--- src/rtl/instr_fetch_queue.sv ---
// Instruction-fetch front end: owns the PC, fetches from a combinational imem and buffers {instr, pc} in a FIFO.
// Optional misaligned-redirect fault detection is enabled by defining IF_ALIGN_CHECK_EN.
module instr_fetch_queue #(
    parameter logic [31:0] RESET_PC = 32'h0000_0000,
    parameter int          DEPTH    = 4
) (
    input  logic        clk,
    input  logic        reset,
    output logic [31:0] imem_addr,
    input  logic [31:0] imem_rdata,
    output logic        instr_valid,
    input  logic        instr_ready,
    output logic [31:0] instr,
    output logic [31:0] instr_pc,
    input  logic        redirect_valid,
    input  logic [31:0] redirect_pc,
    output logic        fetch_fault
);

    localparam int AW = $clog2(DEPTH);
    localparam logic [AW:0] PTR_ONE = {{AW{1'b0}}, 1'b1};

    logic [31:0] pc_q, pc_d;
    logic [AW:0] wrPtr_q, wrPtr_d;
    logic [AW:0] rdPtr_q, rdPtr_d;
    logic        fault_q, fault_d;
    logic [31:0] memInstr_q [DEPTH];
    logic [31:0] memPc_q    [DEPTH];

    logic        emptyS, fullS, popS, pushS;
    logic [31:0] targetPc;

    // Pointers carry one extra wrap bit so full and empty are distinguishable.
    always_comb begin
        emptyS = (wrPtr_q == rdPtr_q);
        fullS  = (wrPtr_q[AW] != rdPtr_q[AW]) && (wrPtr_q[AW-1:0] == rdPtr_q[AW-1:0]);
        popS   = !emptyS && instr_ready;
        pushS  = !redirect_valid && !fault_q && (!fullS || popS);
    end

`ifdef IF_ALIGN_CHECK_EN
    always_comb begin
        targetPc = redirect_pc;
        fault_d  = fault_q | (redirect_valid && (redirect_pc[1:0] != 2'b00));
    end
`else
    always_comb begin
        targetPc = redirect_pc & ~32'h3;
        fault_d  = 1'b0;
    end
`endif

    // A redirect flushes everything, including an entry popped in the same cycle.
    always_comb begin
        pc_d    = pc_q;
        wrPtr_d = wrPtr_q;
        rdPtr_d = rdPtr_q;
        if (redirect_valid) begin
            pc_d    = targetPc;
            wrPtr_d = '0;
            rdPtr_d = '0;
        end else begin
            if (popS) begin
                rdPtr_d = rdPtr_q + PTR_ONE;
            end
            if (pushS) begin
                wrPtr_d = wrPtr_q + PTR_ONE;
                pc_d    = pc_q + 32'd4;
            end
        end
    end

    always_ff @(posedge clk) begin
        if (reset) begin
            pc_q    <= RESET_PC;
            wrPtr_q <= '0;
            rdPtr_q <= '0;
            fault_q <= 1'b0;
            for (int i = 0; i < DEPTH; i++) begin
                memInstr_q[i] <= '0;
                memPc_q[i]    <= '0;
            end
        end else begin
            pc_q    <= pc_d;
            wrPtr_q <= wrPtr_d;
            rdPtr_q <= rdPtr_d;
            fault_q <= fault_d;
            if (pushS) begin
                memInstr_q[wrPtr_q[AW-1:0]] <= imem_rdata;
                memPc_q[wrPtr_q[AW-1:0]]    <= pc_q;
            end
        end
    end

    assign imem_addr   = pc_q;
    assign instr_valid = !emptyS;
    assign instr       = memInstr_q[rdPtr_q[AW-1:0]];
    assign instr_pc    = memPc_q[rdPtr_q[AW-1:0]];
    assign fetch_fault = fault_q;

endmodule

--- config.mk ---
export PLATFORM = sky130hd
export DESIGN_NAME = instr_fetch_queue
export DESIGN_NICKNAME = d
export VERILOG_FILES = /design/src/rtl/instr_fetch_queue.sv
export SDC_FILE = /design/constraint.sdc
export NUM_CORES = 1
export LEC_CHECK = 0
export ABC_AREA = 0
export CAP_MARGIN = 30
export CORE_MARGIN = 2
export CORE_UTILIZATION = 35
export CTS_CLUSTER_DIAMETER = 50
export CTS_CLUSTER_SIZE = 20
export DETAILED_ROUTE_END_ITERATION = 7
export GPL_ROUTABILITY_DRIVEN = 0
export PLACE_DENSITY = 0.66
export SLEW_MARGIN = 20
export SYNTH_ARGS = -nofsm -noshare
export SYNTH_HDL_FRONTEND = slang
export SYNTH_SLANG_ARGS = --single-unit
--- constraint.sdc ---
create_clock -name clk -period 4.3 [get_ports clk]
set_input_delay 0.43 -clock clk [delete_from_list [all_inputs] [get_ports clk]]
set_output_delay 0.43 -clock clk [all_outputs]
set_load 0.01 [all_outputs]
==> results.sh, run 1 <==
export IMPL_die_h_um=197
export IMPL_drv_slew=0
export IMPL_post_route_drc_count=0
export IMPL_ys_warn_count=0
export IMPL_ir_worst_vdd_v=0.000212
export IMPL_clock_latency_ns=0.52
export IMPL_status="finished clean"
export IMPL_antenna_left=0
export IMPL_synth_cells=909
export IMPL_pre_cts_slack_ns=1.12
export IMPL_initialDrtViolationCount=450
export IMPL_die_area_um2=38900
export IMPL_final_nets=1120
export IMPL_routed_wl_mm=32.7
export IMPL_grt_pass1_vias=8248
export IMPL_synth_area_leaders="edfxtp_1 (57%), and2_1 (12%), mux4_2 (11%)"
export IMPL_synth_mux_area_share_pct=10.8
export IMPL_root_buffer="clkbuf_16"
export IMPL_yosys_area_share_adder_pct=0.287
export IMPL_finalHoldViolations=0
export IMPL_die_w_um=197
export IMPL_core_um2=36700
export IMPL_power_density_nw_per_um2=425
export IMPL_netlist_cell_type_count=56
export IMPL_ys_flop_type="edfxtp_1"
export IMPL_place_hpwl_mm=19.2
export IMPL_critPathMaxFanout=43
export IMPL_max_cap_viol_count=0
export IMPL_synth_simple_area_share_pct=18.1
export IMPL_path_cells="buf_12, mux4_2, clkdlybuf4s50_1"
export IMPL_reg2reg_from="wrPtr_q[1]$_SDFFE_PP0P_"
export IMPL_min_period_over_period_pct=72.4
export IMPL_final_period_minus_worst_setup_slack_ns=3.11
export IMPL_ys_ff_latch=286
export IMPL_cts_tree="yes"
export IMPL_cts_setup_buffers=0
export IMPL_worst_ep_required_time_ns=3.87
export IMPL_synth_xor_area_share_pct=0.804
export IMPL_synth_top_family_by_area="simple AND/OR/NAND/NOR gates"
export IMPL_min_path_type="input port to flop"
export IMPL_rsz0062_at_grt="no"
export IMPL_drt_pass1_iter_count=5
export IMPL_hold_buffers=0
export IMPL_grt_pass1_wl_mm=49.7
export IMPL_postSynthAreaPerCell_um2=14.4
export IMPL_ios=166
export IMPL_cp_end_kind="output port"
export IMPL_synth_largest_area_cell="edfxtp_1"
export IMPL_area_delta_synth_final_pct=25.3
export IMPL_tightest_slew_ns=0.784
export IMPL_h_tree_depth=2
export IMPL_start_kind="flop"
export IMPL_p_leak_nw=5.74
export IMPL_start_util_pct=35.6
export IMPL_cts_resized=0
export IMPL_critPathSlowestCell="dfxtp_4"
export IMPL_arrival_ns=2.68
export IMPL_reg2reg_setup_slack_ns=1.55
export IMPL_synth_top_area_share_pct=57.0
export IMPL_n_antenna_cell=0
export IMPL_relSlewSlack_pct=47.8
export IMPL_cts_sinks=286
export IMPL_whs_ns=0.510
export IMPL_clockBufferDepth=3
export IMPL_max_freq_mhz=321
export IMPL_path_clk_slew_ns=0.07
export IMPL_drive_gt1_share_pct=14.3
export IMPL_antenna_found_initial=0
export IMPL_portBuffers=158
export IMPL_grt_max_degree=63
export IMPL_crit_type="flop to output port"
export IMPL_track_usage_pct=16.9
export IMPL_finalSetupViolCount=0
export IMPL_synth_compound_area_share_pct=4.38
export IMPL_tns_ns=0
export IMPL_syn_area_um2=13100
export IMPL_cts_buffers=34
export IMPL_num_rows=70
export IMPL_wl_per_cell_um=21.2
export IMPL_viasPerCell=5.22
export IMPL_clock_skew_final_ns=0.0164
export IMPL_grt_ovfl_total=0
export IMPL_vias=8061
export IMPL_finalWorstSetupSlack_ns=1.19
export IMPL_cp_slowest_stage_delay_ns=0.64
export IMPL_async_flop_share_pct=0
export IMPL_yosysSeqAreaShare_pct=62.8
export IMPL_synth_edf_count=248
export IMPL_hold_start="redirect_pc[22]"
-- layout make-up --
| cell class | count | area [um2] |
|---|---|---|
| well taps | 468 | 586 |
| repair buffers | 177 | 1790 |
| flip-flops and latches | 286 | 8220 |
| fillers | 3289 | 20300 |
| clock inverters | 25 | 300 |
| multi-input cells | 542 | 4530 |
| clock buffers | 37 | 926 |
| inverters | 8 | 30.0 |
-- cells in the final DEF, fill, tap and decap left out, types with 14 or more instances in the layout --
cell	n
and2_1	252
nand2_1	16
nor2_1	27
edfxtp_1	248
buf_4	14
clkbuf_16	37
clkdlybuf4s50_1	158
dfxtp_1	36
a311oi_1	16
mux4_2	62
nand3_1	18
o31ai_1	14
or4_1	24
-- Yosys cell counts (4+ instances only) --
cell      instances
inv_1             8
clkbuf_2          7
a21oi_1           6
mux4_2           62
buf_2            14
edfxtp_1        248
xor2_1            4
or4_1            24
nand3_1          18
buf_4             5
o21ai_0          12
and4_1            4
a311oi_1         16
a221oi_1          4
nand2_1          16
o31ai_1          14
or3_1             8
nor2_1           27
and2_1          252
clkbuf_1         49
and3_1            5
nor3_1            8
dfxtp_1          38
nand4_1          10
-- worst max-delay path: cells and delay by family (launching register included) --
kind	cells	cell delay [ns]
buffers and inverters	2	0.97
DFF	1	0.64
muxes	1	0.55
-- state kept, by name, indices dropped and copies added (netlist names), named ones only --
signal / cells
imem_addr: 30
memPc_q: 120
memInstr_q: 128
wrPtr_q: 3
rdPtr_q: 3
-- path summary, 6_finish.rpt --
path	endpoint	cells past startpoint
worst min register to register	wrPtr_q[2]$_SDFFE_PP0P_	2
worst max-delay path	instr_pc[5]	3
worst min-delay path	imem_addr[22]$_SDFFE_PP0P_	3
worst max register to register	memInstr_q[2][8]$_SDFFCE_PN0P_	5
-- layer usage --
layer / vias up / share of wire [%] / GRT usage, %
li1: 3717 / - / -
met1: 4022 / 43 / 22.4
met2: 270 / 48 / 28.2
met3: 52 / 6.4 / 3.35
met4: 0 / 2.2 / 4.93
met5: - / 0 / 0
-- where the power goes --
| group | switching [mW] | total [mW] | internal, mW |
|---|---|---|---|
| clock network | 1.27 | 3.08 | 1.81 |
| registers | 0.104 | 3.27 | 3.17 |
| logic | 0.288 | 0.600 | 0.312 |
-- metrics by stage --
stage	total power [mW]	util, %	cells	instance area (um2)
after floorplan	3.59	-	913	13100
after global placement	3.93	41.1	1477	15100
after detailed placement	3.95	41.3	1481	15100
after CTS	7.02	44.6	1543	16400
after global routing	7.19	44.6	1543	16400
final	6.96	44.6	1543	16400
-- cell families (layout without fill, tap and decap cells) --
family                   count (synthesis)  after routing
multiplexers                            63             63
buffers and inverters                   85            247
AND/OR/NAND/NOR                        387            387
flip-flops                             286            286
XOR/XNOR                                 9              9
other                                    1              5
AO/OA/AOI/OAI                           75             75
adder cells (fa/ha/maj)                  3              3
Power figures use the tool's default switching activity.
==> run 2: changes to the inputs <==
--- a/config.mk
+++ b/config.mk
@@ -13,7 +13,7 @@
 export CTS_CLUSTER_SIZE = 20
 export DETAILED_ROUTE_END_ITERATION = 7
 export GPL_ROUTABILITY_DRIVEN = 0
-export PLACE_DENSITY = 0.66
+export PLACE_DENSITY = 0.68
 export SLEW_MARGIN = 20
 export SYNTH_ARGS = -nofsm -noshare
 export SYNTH_HDL_FRONTEND = slang
==> constraint.sdc (replaced) <==
create_clock -name clk -period 2.85 [get_ports clk]
set_input_delay 0.285 -clock clk [delete_from_list [all_inputs] [get_ports clk]]
set_output_delay 0.285 -clock clk [all_outputs]
set_load 0.01 [all_outputs]
==> run 2 against run 1 <==
Compared with the run above: sequential power is 50% higher; global-route usage is 0.081 points lower; worst hold slack worse by 0.20 ns; non-clock buffer count is 17 higher; cell count is 0.71% higher; routed wire length is 0.28% lower.
==> results.sh, run 2 (synthesis gave the netlist of run 1 again) <==
export IMPL_hold_buffers=0
export IMPL_die_h_um=197
export IMPL_clock_skew_final_ns=0.0266
export IMPL_portBuffers=158
export IMPL_rsz0062_at_grt="no"
export IMPL_most_common_layout_cells="and2_1 (252), edfxtp_1 (248), clkdlybuf4s50_1 (158)"
export IMPL_relSlewSlack_pct=48.8
export IMPL_worst_ep_required_time_ns=2.57
export IMPL_drt_pass1_iter_count=5
export IMPL_vias=8131
export IMPL_clock_latency_ns=0.56
export IMPL_stdcell_count=1554
export IMPL_ir_worst_vdd_v=0.000397
export IMPL_drv_slew=0
export IMPL_drive_gt1_share_pct=15.4
export IMPL_cts_resized=0
export IMPL_max_cap_viol_count=0
export IMPL_h_tree_depth=1
export IMPL_ios=166
export IMPL_final_common_cell="and2_1"
export IMPL_fillCellCount=3243
export IMPL_final_nets=1134
export IMPL_min_period_over_period_pct=93.8
export IMPL_largest_reg_flops=128
export IMPL_reg2regPathDepth=4
export IMPL_hold_start="redirect_pc[11]"
export IMPL_min_path_type="input port to flop"
export IMPL_tightest_slew_ns=0.767
export IMPL_final_period_minus_worst_setup_slack_ns=2.67
export IMPL_r2r_end="imem_addr[22]$_SDFFE_PP0P_"
export IMPL_dp_cells=1498
export IMPL_max_freq_mhz=374
export IMPL_cts_buffers=31
export IMPL_path_clk_slew_ns=0.07
export IMPL_critical_path_top_delay_family="buffers and inverters"
export IMPL_start_util_pct=35.6
export IMPL_critPathMaxFanout=20
export IMPL_die_area_um2=38900
export IMPL_path_cells="buf_4, mux4_2, clkdlybuf4s50_1"
export IMPL_arrival_ns=2.39
export IMPL_fin_util_pct=44.8
export IMPL_crit_type="flop to output port"
export IMPL_start_kind="flop"
export IMPL_cts_tree="yes"
export IMPL_path_buf_inv=2
export IMPL_clockBufferDepth=3
export IMPL_holdPathStages=3
export IMPL_tns_ns=0
export IMPL_regMostFlops="memInstr_q"
export IMPL_wl_per_cell_um=21.0
export IMPL_grt_max_degree=63
export IMPL_die_w_um=197
export IMPL_routed_wl_mm=32.6
export IMPL_power_density_nw_per_um2=616
export IMPL_reg2reg_from="imem_addr[5]$_SDFFE_PP0P_"
export IMPL_status="finished clean"
export IMPL_reg2reg_setup_slack_ns=0.33
export IMPL_finalHoldViolations=0
export IMPL_finalWorstSetupSlack_ns=0.176
export IMPL_antenna_found_initial=0
export IMPL_finalSetupViolCount=0
export IMPL_root_buffer="clkbuf_16"
export IMPL_p_leak_nw=5.79
export IMPL_hold_end="imem_addr[11]$_SDFFE_PP0P_"
export IMPL_antenna_left=0
export IMPL_pre_cts_slack_ns=0.388
export IMPL_num_rows=70
export IMPL_critPathSlowestCell="mux4_2"
export IMPL_grt_pass1_vias=8449
export IMPL_grt_ovfl_total=0
export IMPL_viasPerCell=5.23
export IMPL_n_antenna_cell=0
export IMPL_cp_slowest_stage_delay_ns=0.59
export IMPL_cp_end_kind="output port"
export IMPL_cts_sinks=286
export IMPL_area_delta_synth_final_pct=25.9
export IMPL_grt_pass1_wl_mm=50.1
export IMPL_initialDrtViolationCount=643
export IMPL_core_um2=36700
export IMPL_track_usage_pct=16.8
export IMPL_post_route_drc_count=0
export IMPL_place_hpwl_mm=19.5
export IMPL_cts_setup_buffers=0
run 2: final cells by class:
type	instances	area, um2	share of cell area, %
multi-input combinational	542	4520	27.5
clock buffer	31	776	4.72
sequential	286	8220	50.0
clock inverter	25	327	1.99
timing repair buffer	194	1990	12.1
inverter	8	30.0	0.183
tap	468	586	3.56
run 2: layer usage:
| metal | GRT usage (%) | vias to the layer above | wire length (um) |
|---|---|---|---|
| li1 | - | 3730 | - |
| met1 | 23.7 | 4106 | 14400 |
| met2 | 28.0 | 262 | 15800 |
| met3 | 2.30 | 33 | 1950 |
| met4 | 3.34 | 0 | 442 |
| met5 | 0 | - | 0 |
run 2: worst register-to-register path, stage by stage (launching register included):
cell	delay, ns
dfxtp_1	0.62
and4_1	0.44
nand2_1	0.43
or4_1	0.64
a311oi_1	0.28
run 2: power breakdown:
part	switching, mW	leakage, nW	internal [mW]
combinational	0.466	2.35	0.498
clock	1.82	0.539	2.43
sequential	0.136	2.89	4.78
run 2: worst max-delay path by stage:
stage | from | to | slack, ns | cells after the start
after floorplan | wrPtr_q[1]$_SDFFE_PP0P_ | memInstr_q[2][0]$_SDFFCE_PN0P_ | 0.24 | 5
after global placement | instr_ready | memInstr_q[2][8]$_SDFFCE_PN0P_ | 0.40 | 5
after detailed placement | instr_ready | memInstr_q[1][7]$_SDFFCE_PN0P_ | 0.39 | 5
after CTS | flop | instr[3] | 0.1 | 3
after global routing | flop | instr[3] | 0.04 | 3
final | flop | instr_pc[27] | 0.18 | 3
run 2: per-stage QoR:
stage	area (um2)	hold WS [ns]	power (mW)
after floorplan	13100	0.434	5.41
after global placement	15300	0.508	5.96
after detailed placement	15300	0.516	5.99
after CTS	16400	0.279	10.2
after global routing	16400	0.328	10.5
final	16400	0.308	10.1
==> run 3: changes to the inputs <==
--- a/config.mk
+++ b/config.mk
@@ -13,7 +13,7 @@
 export CTS_CLUSTER_SIZE = 20
 export DETAILED_ROUTE_END_ITERATION = 7
 export GPL_ROUTABILITY_DRIVEN = 0
-export PLACE_DENSITY = 0.68
+export PLACE_DENSITY = 0.66
 export SLEW_MARGIN = 20
 export SYNTH_ARGS = -nofsm -noshare
 export SYNTH_HDL_FRONTEND = slang
==> constraint.sdc (replaced) <==
create_clock -name clk -period 3.15 [get_ports clk]
set_input_delay 0.315 -clock clk [delete_from_list [all_inputs] [get_ports clk]]
set_output_delay 0.315 -clock clk [all_outputs]
set_load 0.01 [all_outputs]
==> run 3 against run 2 <==
Compared with the run above: final area is 0.98% lower; total power is 13% lower; critical path type unchanged; critical path depth stayed put; largest cell class unchanged.
==> results.sh, run 3 (synthesis gave the netlist of run 1 again) <==
export IMPL_status="finished clean"
export IMPL_clock_skew_final_ns=0.0125
export IMPL_die_h_um=197
export IMPL_clockBufferDepth=3
export IMPL_max_cap_viol_count=0
export IMPL_final_period_minus_worst_setup_slack_ns=2.87
export IMPL_critPathMaxFanout=16
export IMPL_antenna_left=0
export IMPL_finalHoldViolations=0
export IMPL_cts_sinks=286
export IMPL_vias=8036
export IMPL_cts_tree="yes"
export IMPL_drive_gt1_share_pct=14.6
export IMPL_start_kind="flop"
export IMPL_hold_buffers=0
export IMPL_reg2reg_setup_slack_ns=0.57
export IMPL_regMostFlops="memInstr_q"
export IMPL_core_um2=36700
export IMPL_clock_latency_ns=0.55
export IMPL_ios=166
export IMPL_cp_slowest_stage_delay_ns=0.59
export IMPL_area_delta_synth_final_pct=24.6
export IMPL_max_freq_mhz=349
export IMPL_cts_resized=0
export IMPL_p_leak_nw=5.69
export IMPL_root_buffer="clkbuf_16"
export IMPL_track_usage_pct=16.7
export IMPL_routed_wl_mm=32.3
export IMPL_final_nets=1127
export IMPL_grt_ovfl_total=0
export IMPL_min_period_over_period_pct=91.1
export IMPL_viasPerCell=5.19
export IMPL_start_util_pct=35.6
export IMPL_tns_ns=0
export IMPL_h_tree_depth=1
export IMPL_fillCellCount=3262
export IMPL_crit_type="flop to output port"
export IMPL_arrival_ns=2.55
export IMPL_worst_ep_required_time_ns=2.83
export IMPL_cp_end_kind="output port"
export IMPL_drt_pass1_iter_count=5
export IMPL_most_common_layout_cells="and2_1 (252), edfxtp_1 (248), clkdlybuf4s50_1 (158)"
export IMPL_cts_setup_buffers=0
export IMPL_largest_reg_flops=128
export IMPL_power_density_nw_per_um2=543
export IMPL_rsz0062_at_grt="no"
export IMPL_place_hpwl_mm=19.6
export IMPL_initialDrtViolationCount=590
export IMPL_num_rows=70
export IMPL_grt_max_degree=63
export IMPL_portBuffers=158
export IMPL_critPathSlowestCell="dfxtp_4"
export IMPL_drv_slew=0
export IMPL_wl_per_cell_um=20.9
export IMPL_die_w_um=197
export IMPL_min_path_type="input port to flop"
export IMPL_ir_worst_vdd_v=0.000346
export IMPL_post_route_drc_count=0
export IMPL_power_total_mw=8.84
export IMPL_cts_buffers=30
export IMPL_path_cells="buf_4, mux4_2, clkdlybuf4s50_1"
export IMPL_antenna_found_initial=1
export IMPL_final_common_cell="and2_1"
export IMPL_grt_pass1_wl_mm=49.3
export IMPL_die_area_um2=38900
export IMPL_path_clk_slew_ns=0.07
export IMPL_relSlewSlack_pct=51.0
export IMPL_grt_pass1_vias=8075
export IMPL_finalSetupViolCount=0
export IMPL_tightest_slew_ns=0.735
## run 3: changes by cell type in the layout (fill, tap and decap cells not counted), sizes merged
cell	previous run	this run
bufinv	4	1
buf	36	30
diode	0	1
clkbuf	31	34
clkinv	11	10
inv	17	15
clkinvlp	1	4
## run 3: area by class of cell
cell class | count | area, um2 | area share [%]
clock inverters | 22 | 220 | 1.35
well taps | 468 | 586 | 3.60
inverters | 8 | 30.0 | 0.184
clock buffers | 34 | 787 | 4.83
diodes | 1 | 2.50 | 0.0154
flip-flops and latches | 286 | 8220 | 50.5
repair buffers | 188 | 1910 | 11.7
multi-input cells | 542 | 4530 | 27.8
## run 3: where the power goes
group          leakage, nW  internal [mW]  total (mW)  switching [mW]
Clock                0.479           1.94        3.54            1.59
Sequential            2.89           4.33        4.46           0.133
Combinational         2.31          0.442       0.847           0.405
Total                 5.69           6.71        8.84            2.13
## run 3: per-layer routing
layer / global-route usage (%) / wire [um]
met1: 22.8 / 14000
met2: 28.5 / 16200
met3: 2.53 / 1690
met4: 3.04 / 380
met5: 0 / 0
## run 3: worst paths after layout
| check | startpoint | endpoint | depth (start not counted) |
|---|---|---|---|
| setup / recovery | flop | instr_pc[28] | 3 |
| hold / removal | redirect_pc[11] | imem_addr[11]$_SDFFE_PP0P_ | 3 |
| setup reg to reg | wrPtr_q[1]$_SDFFE_PP0P_ | memInstr_q[2][5]$_SDFFCE_PN0P_ | 5 |
| hold reg to reg | wrPtr_q[2]$_SDFFE_PP0P_ | wrPtr_q[2]$_SDFFE_PP0P_ | 2 |
## run 3: worst max-delay path: cells and delay by family (launching register included)
kind / cells / cell delay [ns]
mux: 1 / 0.56
buf+inv: 2 / 0.85
flops: 1 / 0.59
## run 3: stage by stage
step	setup WS (ns)	utilization (%)	cell area, um2	hold WS [ns]	instances
after floorplan	0.0708	-	13100	0.464	913
after global placement	0.452	41.4	15200	0.505	1489
after detailed placement	0.499	41.5	15200	0.515	1491
after CTS	0.191	44.3	16300	0.330	1547
after global routing	0.145	44.4	16300	0.358	1549
final	0.281	44.4	16300	0.352	1549
